$ cat config.mk
export PLATFORM = sky130hd
export DESIGN_NAME = maze_probe
export DESIGN_NICKNAME = d
export VERILOG_FILES = /design/src/rtl/maze_probe.sv
export SDC_FILE = /design/constraint.sdc
export NUM_CORES = 1
export LEC_CHECK = 0
export CAP_MARGIN = 40
export CORE_MARGIN = 2
export CORE_UTILIZATION = 30
export DETAILED_ROUTE_END_ITERATION = 8
export PLACE_DENSITY_LB_ADDON = 0.05
export SLEW_MARGIN = 20
export SYNTH_ARGS = -nofsm -noshare
export SYNTH_HDL_FRONTEND = slang
export SYNTH_SLANG_ARGS = --single-unit
$ cat constraint.sdc
create_clock -name Clk -period 20 [get_ports Clk]
set_input_delay 4 -clock Clk [delete_from_list [all_inputs] [get_ports Clk]]
set_output_delay 4 -clock Clk [all_outputs]
set_load 0.005 [all_outputs]
$ cat src/rtl/maze_probe.sv
// maze_probe -- sequential maze-neighbourhood sampler.
//
// On a start pulse the object's centre (objectX, objectY) and half-size
// (objectS) are latched. Five probes are then read, one after another, from
// the shared synchronous 1-bit maze ROM: the centre, and one pixel beyond the
// top, bottom, left and right edges. All five results are presented together
// on the Maze* outputs, and valid pulses for one cycle at that point.
//
// Ports:
//   Clk          system clock, rising edge
//   Reset        synchronous, active-high
//   start        request pulse, only sampled while idle
//   objectX/Y    object centre in pixels (unsigned, 10 bit)
//   objectS      object half-size in pixels (unsigned, 10 bit)
//   rom_addr     registered maze ROM address, (row * GRID_W + col)
//   rom_data     ROM read data, valid one cycle after rom_addr; 1 = wall
//   currentMaze, MazeUp, MazeDown, MazeLeft, MazeRight
//                registered probe results
//   busy         a probe sequence is in flight
//   valid        one-cycle pulse when the results have just been updated
//
// Build option: MAZE_PROBE_EDGE_WALL_EN
//   defined   - a probe that falls outside the 640x480 field reads as wall.
//               Its clamped address is still issued and the ROM data is ignored.
//   undefined - out-of-range probes are clamped to the field edge, and the
//               ROM bit of the clamped cell is used.
//
// state | meaning
// ------+---------------------------------------------------------------
// IDLE  | waiting for start; outputs and rom_addr hold their values
// RUN   | issuing probe addresses k1..k4 and capturing returned data
// LAST  | final ROM bit arrives; commit all results and pulse valid
module maze_probe #(
  parameter int CELL_SHIFT = 3,
  parameter int GRID_W     = 80,
  parameter int GRID_H     = 60,
  parameter int ADDR_W     = 13
) (
  input  logic              Clk,
  input  logic              Reset,
  input  logic              start,
  input  logic [9:0]        objectX,
  input  logic [9:0]        objectY,
  input  logic [9:0]        objectS,
  output logic [ADDR_W-1:0] rom_addr,
  input  logic              rom_data,
  output logic              currentMaze,
  output logic              MazeUp,
  output logic              MazeDown,
  output logic              MazeLeft,
  output logic              MazeRight,
  output logic              busy,
  output logic              valid
);

  typedef enum logic [1:0] {IDLE, RUN, LAST} state_t;

  localparam logic [11:0] X_MAX = 12'((GRID_W << CELL_SHIFT) - 1);
  localparam logic [11:0] Y_MAX = 12'((GRID_H << CELL_SHIFT) - 1);

  state_t            state_q;
  logic [9:0]        x_q, y_q, s_q;
  logic [2:0]        cnt_q;      // index of the next address to issue
  logic [3:0]        shadow_q;   // results of probes k0..k3
  logic [4:0]        res_q;      // {right, left, down, up, centre}
  logic [ADDR_W-1:0] rom_addr_q;
  logic              busy_q;
  logic              valid_q;

  // Probe coordinate generation. The k0 address is issued on the same edge
  // that latches the inputs, so while idle the raw inputs feed the datapath.
  logic [9:0]        bx, by, bs;
  logic [2:0]        k;
  logic [11:0]       d, px, py, cx, cy;
  logic [ADDR_W-1:0] addr_c;
  logic              probe_bit;

`ifdef MAZE_PROBE_EDGE_WALL_EN
  logic [4:0] oor_q;
  logic       oor_c;
`endif

  always_comb begin
    if (state_q == IDLE) begin
      bx = objectX;
      by = objectY;
      bs = objectS;
      k  = 3'd0;
    end else begin
      bx = x_q;
      by = y_q;
      bs = s_q;
      k  = cnt_q;
    end
    d  = {2'b00, bs} + 12'd1;
    px = {2'b00, bx};
    py = {2'b00, by};
    case (k)
      3'd1:    py = py - d;
      3'd2:    py = py + d;
      3'd3:    px = px - d;
      3'd4:    px = px + d;
      default: ;
    endcase
    // Max reachable value is 1023+1023+1 = 2047, so bit 11 is a pure sign bit.
    cx = px[11] ? 12'd0 : ((px > X_MAX) ? X_MAX : px);
    cy = py[11] ? 12'd0 : ((py > Y_MAX) ? Y_MAX : py);
    addr_c = ADDR_W'(cy >> CELL_SHIFT) * ADDR_W'(GRID_W) + ADDR_W'(cx >> CELL_SHIFT);
  end

`ifdef MAZE_PROBE_EDGE_WALL_EN
  assign oor_c = px[11] | py[11] | (px > X_MAX) | (py > Y_MAX);
  // cnt_q - 2 is the probe whose data is on rom_data now (LAST: cnt_q = 6 -> 4).
  assign probe_bit = oor_q[cnt_q - 3'd2] | rom_data;
`else
  assign probe_bit = rom_data;
`endif

  always_ff @(posedge Clk) begin
    if (Reset) begin
      state_q    <= IDLE;
      x_q        <= '0;
      y_q        <= '0;
      s_q        <= '0;
      cnt_q      <= '0;
      shadow_q   <= '0;
      res_q      <= '0;
      rom_addr_q <= '0;
      busy_q     <= 1'b0;
      valid_q    <= 1'b0;
`ifdef MAZE_PROBE_EDGE_WALL_EN
      oor_q      <= '0;
`endif
    end else begin
      valid_q <= 1'b0;
      case (state_q)
        IDLE: begin
          if (start) begin
            x_q        <= objectX;
            y_q        <= objectY;
            s_q        <= objectS;
            rom_addr_q <= addr_c;
`ifdef MAZE_PROBE_EDGE_WALL_EN
            oor_q[0]   <= oor_c;
`endif
            cnt_q      <= 3'd1;
            busy_q     <= 1'b1;
            state_q    <= RUN;
          end
        end
        RUN: begin
          if (cnt_q <= 3'd4) begin
            rom_addr_q    <= addr_c;
`ifdef MAZE_PROBE_EDGE_WALL_EN
            oor_q[cnt_q]  <= oor_c;
`endif
          end
          // Data lags the address by two edges: cnt 2..5 -> shadow 0..3.
          if (cnt_q >= 3'd2) begin
            shadow_q[cnt_q[1:0] - 2'd2] <= probe_bit;
          end
          cnt_q <= cnt_q + 3'd1;
          if (cnt_q == 3'd5) begin
            state_q <= LAST;
          end
        end
        LAST: begin
          res_q   <= {probe_bit, shadow_q};
          valid_q <= 1'b1;
          busy_q  <= 1'b0;
          state_q <= IDLE;
        end
        default: state_q <= IDLE;
      endcase
    end
  end

  assign rom_addr    = rom_addr_q;
  assign currentMaze = res_q[0];
  assign MazeUp      = res_q[1];
  assign MazeDown    = res_q[2];
  assign MazeLeft    = res_q[3];
  assign MazeRight   = res_q[4];
  assign busy        = busy_q;
  assign valid       = valid_q;

endmodule
==> qor.yml, run 1 <==
clocking:
  clock-sinks: 59
  clk_pin_slew_ns: 0.06
  root_buffer: "clkbuf_16"
  ctsResizeCount: 0
  cts_tree: "built"
  clk_latency_ns: 0.34
  cts_buffer_depth: 2
  hold_buffers: 0
  cts_inserted_buffers: 9
  cts_max_level: 3
  post-cts-setup-buffers: 0
sta:
  finalCritPeriodShare_pct: 53.3
  slew_violations: 0
  fmax_ghz: 0.0939
  worst_slew_pin_slew_ns: 0.792
  rsz0062_at_grt: "false"
  max_slew_margin_pct: 46.8
  fin_skew_ns: 0.00549
  finalSetupViolCount: 0
  tns_ns: 0
  hold_violations: 0
  min_period_ns: 10.65
placement:
  place_congestion: 0.846
  port_buffers: 53
  dpl.hpwl_mm: 11.4
logic_synthesis:
  synth_seq_cells: 59
  ys_types: 74
  syn_avg_cell_area_um2: 7.36
  ys.flop_type: "dfxtp_1"
  ys_warn_count: 0
  async_flop_share_pct: 0
  synth_area_um2: 5270
  yosys-top-cells-area: "dfxtp_1 (22%), nand2_1 (11%), ha_1 (9.5%)"
  yosysTopAreaCell: "dfxtp_1"
  yosysSeqAreaShare_pct: 22.4
  synth_edf_count: 0
  synthDominantCellAreaShare_pct: 22.4
  syn_inst: 716
final_layout:
  antenna_cells: 0
  syn2layout_area_growth_pct: 19.7
  drive_above_1_share_pct: 6.19
  fillCellCount: 1773
  fin_nets: 832
  seq_area_um2: 1180
  multiInputGateArea_um2: 3880
worst_setup_path:
  start_kind: "input pin"
  reg2reg_from: "state_q[1]"
  worstReg2RegEnd: "rom_addr[12]"
  crit_fanout: 9
  cp-end-kind: "register"
  r2r_slack_ns: 12.52
  crit_arrival_ns: 10.91
  reg2reg_depth: 27
  required_ns: 20.26
  crit_start: "objectS[0]"
  critPathKind: "input pin to register"
  crit_path_end: "rom_addr[12]"
pwr:
  p_total_mw: 0.490
  p_leak_nw: 2.53
  powerDensity_nw_per_um2: 77.7
  ir_drop_v: 0.0000432
routing:
  drt_pre_antenna_iters: 5
  wl_mm: 15.6
  postRouteAntennaNets: 0
  drt_iter0_drc: 267
  drt-vias-per-instance: 5.16
  vias: 5073
  drcViolationCount: 0
  wl_per_cell_um: 15.8
floorplan:
  pin_count: 54
  rows: 48
  core_um2: 17200
  die_h_um: 136
  start_util_pct: 30.6
  die_area_um2: 18600
  dieWidth_um: 136
global_route:
  grt_pass1_vias: 4702
  grtUsageTotal_pct: 17.3
  grt_max_degree: 60
  globalRouteOverflowTotal: 0
  grt_pass1_wl_mm: 24.9
  antenna_found_initial: 0
worst_hold_path:
  hold_path_class: "register to register"
outcome:
  status: "finished clean"
job:
  max_cap_violations: 0
-- worst max-delay path, stage by stage --
cell             delay [ns]
clkdlybuf4s50_1        0.47
or3b_4                 0.40
nand2_1                0.10
ha_1                   0.28
nand2_1                0.10
o21ai_2                0.32
nand2b_1               0.18
o32a_1                 0.44
nor2_1                 0.16
nor2_1                 0.07
xnor2_1                0.20
ha_1                   0.30
a2111o_1               0.41
a2bb2oi_1              0.19
a41oi_1                0.27
a31oi_1                0.06
or4_1                  0.69
nor4b_1                0.23
ha_1                   0.38
fa_1                   0.48
xnor2_1                0.19
nor3b_1                0.32
nand3_1                0.14
xor2_1                 0.17
xnor2_1                0.12
a211oi_1               0.22
-- cells in the final DEF (no fill, tap or decap), types with 5 or more instances in the layout --
| master | instances |
|---|---|
| a21o_1 | 12 |
| buf_4 | 8 |
| nand4_1 | 7 |
| o21bai_1 | 6 |
| nor2b_1 | 7 |
| o211ai_1 | 12 |
| xor2_1 | 12 |
| nor2_1 | 53 |
| clkdlybuf4s50_1 | 52 |
| nand2_1 | 161 |
| and2_1 | 5 |
| or3_1 | 7 |
| a21oi_1 | 63 |
| a211o_1 | 5 |
| nand3_1 | 9 |
| nor3_1 | 13 |
| a211oi_1 | 9 |
| xnor2_1 | 36 |
| o21a_1 | 5 |
| inv_1 | 19 |
| a31oi_1 | 14 |
| clkbuf_16 | 9 |
| dfxtp_1 | 59 |
| o21ai_0 | 18 |
| mux2i_1 | 19 |
| nand2b_1 | 13 |
| ha_1 | 40 |
-- cell families (layout without fill, tap and decap cells) --
| family | Yosys count | in the layout | synth area share [%] |
|---|---|---|---|
| AO/OA/AOI/OAI | 181 | 181 | 22.9 |
| XOR/XNOR | 48 | 48 | 7.98 |
| adder cells (fa/ha/maj) | 44 | 44 | 11.0 |
| buffers and inverters | 55 | 96 | 4.18 |
| flip-flops | 59 | 59 | 22.4 |
| multiplexers | 22 | 22 | 4.25 |
| other | 1 | 3 | 0.0712 |
| AND/OR/NAND/NOR | 306 | 306 | 27.1 |
-- cells in the mapped netlist (5+ instances only) --
library cell / count
a31oi_1: 14
xor2_1: 12
o21bai_1: 6
a21oi_1: 63
o211ai_1: 12
a21o_1: 12
a211o_1: 5
o21ai_0: 18
or3_1: 7
dfxtp_1: 59
nor2b_1: 7
nand2_1: 161
a211oi_1: 9
nor3_1: 14
mux2i_1: 19
xnor2_1: 36
inv_1: 19
clkbuf_1: 29
nand2b_1: 13
nor2_1: 53
and2_1: 5
o21a_1: 5
buf_2: 5
nand4_1: 7
nand3_1: 9
ha_1: 40
-- registers in the layout, indices dropped and copies added, names as in the netlist, 2 cells and up --
signal    cells
y_q          10
x_q          10
state_q       2
s_q          10
res_q         5
rom_addr     13
shadow_q      4
cnt_q         3
-- per-layer routing --
metal / GRT usage [%] / vias up / wire, um
li1: - / 2592 / -
met1: 23.5 / 2379 / 7710
met2: 28.1 / 91 / 7090
met3: 2.37 / 11 / 504
met4: 5.96 / 0 / 255
met5: 0 / - / 0
-- where the power goes --
part           switching, mW  internal (mW)  leakage, nW
Sequential           0.00631          0.128        0.484
Combinational          0.104         0.0902         1.91
Clock                 0.0638         0.0970        0.142
-- area by class of cell --
type	count	area share [%]
Clock buffer	9	3.57
Clock inverter	7	1.21
Inverter	19	1.13
Multi-Input combinational cell	604	61.6
Sequential cell	59	18.7
Tap cell	225	4.47
Timing Repair Buffer	61	9.29
-- stage by stage --
| step | instances | hold slack, ns | utilization [%] | setup slack [ns] | area, um^2 |
|---|---|---|---|---|---|
| after floorplan | 718 | 0.435 | - | 10.10 | 5270 |
| after global placement | 966 | 0.442 | 34.7 | 9.15 | 5990 |
| after detailed placement | 967 | 0.446 | 34.8 | 8.99 | 5990 |
| after CTS | 983 | 0.454 | 36.5 | 9.34 | 6300 |
| after global routing | 984 | 0.473 | 36.6 | 8.76 | 6300 |
| final | 984 | 0.454 | 36.6 | 9.35 | 6300 |
-- worst min path at each step --
stage                 from  endpoint  slack [ns]  depth (start not counted)
finish              x_q[1]    x_q[1]        0.45                          2
global route        x_q[5]    x_q[5]        0.47                          2
CTS                 y_q[1]    y_q[1]        0.45                          2
detailed placement  y_q[1]    y_q[1]        0.45                          2
global placement    x_q[4]    x_q[4]        0.44                          2
floorplan           s_q[0]    s_q[0]        0.43                          2
No activity file was read; power rests on OpenSTA's default activity.
==> run 2: changes to the inputs <==
==> constraint.sdc (replaced) <==
create_clock -name Clk -period 10.2 [get_ports Clk]
set_input_delay 2.04 -clock Clk [delete_from_list [all_inputs] [get_ports Clk]]
set_output_delay 2.04 -clock Clk [all_outputs]
set_load 0.005 [all_outputs]
==> run 2 against run 1 <==
Net effect:
- flip-flop and latch count unchanged
- core utilization unchanged
- clock skew about the same
- via count increased by 0.20%
- hold slack stayed put
- routed wire length hardly changed
- largest power group unchanged
- die area stayed put
- clock power is 96% higher
==> qor.yml, run 2 (synthesis gave the netlist of run 1 again) <==
worst_setup_path:
  r2r_slack_ns: 2.73
  reg2reg_from: "state_q[1]"
  start_kind: "input pin"
  required_ns: 10.46
  crit_fanout: 9
  critPathKind: "input pin to register"
  crit_start: "objectS[0]"
  cp-end-kind: "register"
  crit_arrival_ns: 8.94
routing:
  drt_iter0_drc: 267
  vias: 5083
  drt-vias-per-instance: 5.17
  wl_mm: 15.6
  wl_per_cell_um: 15.8
  postRouteAntennaNets: 0
  drcViolationCount: 0
  drt_pre_antenna_iters: 5
floorplan:
  start_util_pct: 30.6
  die_h_um: 136
  pin_count: 54
  dieWidth_um: 136
  die_area_um2: 18600
  core_um2: 17200
  rows: 48
pwr:
  powerDensity_nw_per_um2: 152
  p_total_mw: 0.961
  ir_drop_v: 0.0000848
  p_leak_nw: 2.53
clocking:
  post-cts-setup-buffers: 0
  ctsResizeCount: 0
  cts_tree: "built"
  cts_inserted_buffers: 9
  clock-sinks: 59
  hold_buffers: 0
  root_buffer: "clkbuf_16"
  cts_buffer_depth: 2
  cts_max_level: 3
  clk_latency_ns: 0.34
  clk_pin_slew_ns: 0.06
sta:
  fin_skew_ns: 0.00540
  finalSetupViolCount: 0
  hold_violations: 0
  fin_hold_ws_ns: 0.454
  finalCritPeriodShare_pct: 85.2
  min_period_ns: 8.69
  rsz0062_at_grt: "false"
  fmax_ghz: 0.115
  worst_slew_pin_slew_ns: 0.791
  tns_ns: 0
  max_slew_margin_pct: 46.8
  slew_violations: 0
final_layout:
  drive_above_1_share_pct: 6.19
  layout_commonest_cell: "nand2_1"
  finish.utilization_pct: 36.6
  syn2layout_area_growth_pct: 19.7
  final_area_um2: 6300
  antenna_cells: 0
  largest_reg_flops: 13
  fin_nets: 832
  final_cell_mix: "nand2_1 (161), a21oi_1 (63), dfxtp_1 (59), nor2_1 (53), clkdlybuf4s50_1 (52)"
worst_hold_path:
  min-delay-start: "x_q[1]"
  hold_path_class: "register to register"
placement:
  placed_area_um2: 5990
  place_congestion: 0.846
  port_buffers: 53
  dpl.hpwl_mm: 11.4
job:
  max_cap_violations: 0
global_route:
  antenna_found_initial: 0
  grtUsageTotal_pct: 17.3
  grt_max_degree: 60
  grt_pass1_wl_mm: 24.9
  grt_pass1_vias: 4702
  globalRouteOverflowTotal: 0
outcome:
  status: "finished clean"
run 2: cell counts in the layout (fill, tap and decap cells not counted):
No cell type changed its count.
run 2: worst paths after layout:
path	end	depth (start not counted)
worst min register to register	x_q[1]	2
worst max-delay path	rom_addr[12]	26
worst min-delay path	x_q[1]	2
worst max register to register	rom_addr[12]	27
run 2: layer usage:
layer	share of wire [%]	global-route usage (%)	up-vias
met4	1.7	5.96	0
met2	46	28.1	99
met5	0	0	-
li1	-	-	2592
met1	50	23.5	2379
met3	3.3	2.37	13
run 2: critical path, stage by stage:
cell	delay, ns
clkdlybuf4s50_1	0.47
or3b_4	0.40
nand2_1	0.10
ha_1	0.28
nand2_1	0.10
o21ai_2	0.32
nand2b_1	0.18
o32a_1	0.44
nor2_1	0.16
nor2_1	0.07
xnor2_1	0.20
ha_1	0.30
a2111o_1	0.41
a2bb2oi_1	0.19
a41oi_1	0.27
a31oi_1	0.06
or4_1	0.69
nor4b_1	0.23
ha_1	0.38
fa_1	0.48
xnor2_1	0.19
nor3b_1	0.32
nand3_1	0.14
xor2_1	0.17
xnor2_1	0.12
a211oi_1	0.22
run 2: cell type report:
class	instances	area [um^2]
flip-flops and latches	59	1180
well taps	225	282
multi-input cells	604	3880
clock inverters	7	76.3
inverters	19	71.3
clock buffers	9	225
repair buffers	61	586
fillers	1772	10900
run 2: through the flow:
stage / instances / worst slack [ns]
2_1_floorplan: 718 / 2.26
3_3_place_gp: 966 / 1.31
3_5_place_dp: 967 / 1.15
4_1_cts: 983 / 1.50
5_1_grt: 984 / 0.922
6_report: 984 / 1.51
run 2: power breakdown:
part	switching (mW)	total (mW)	internal, mW
registers	0.0124	0.264	0.252
clock network	0.125	0.315	0.190
logic	0.205	0.381	0.177
total	0.342	0.961	0.619
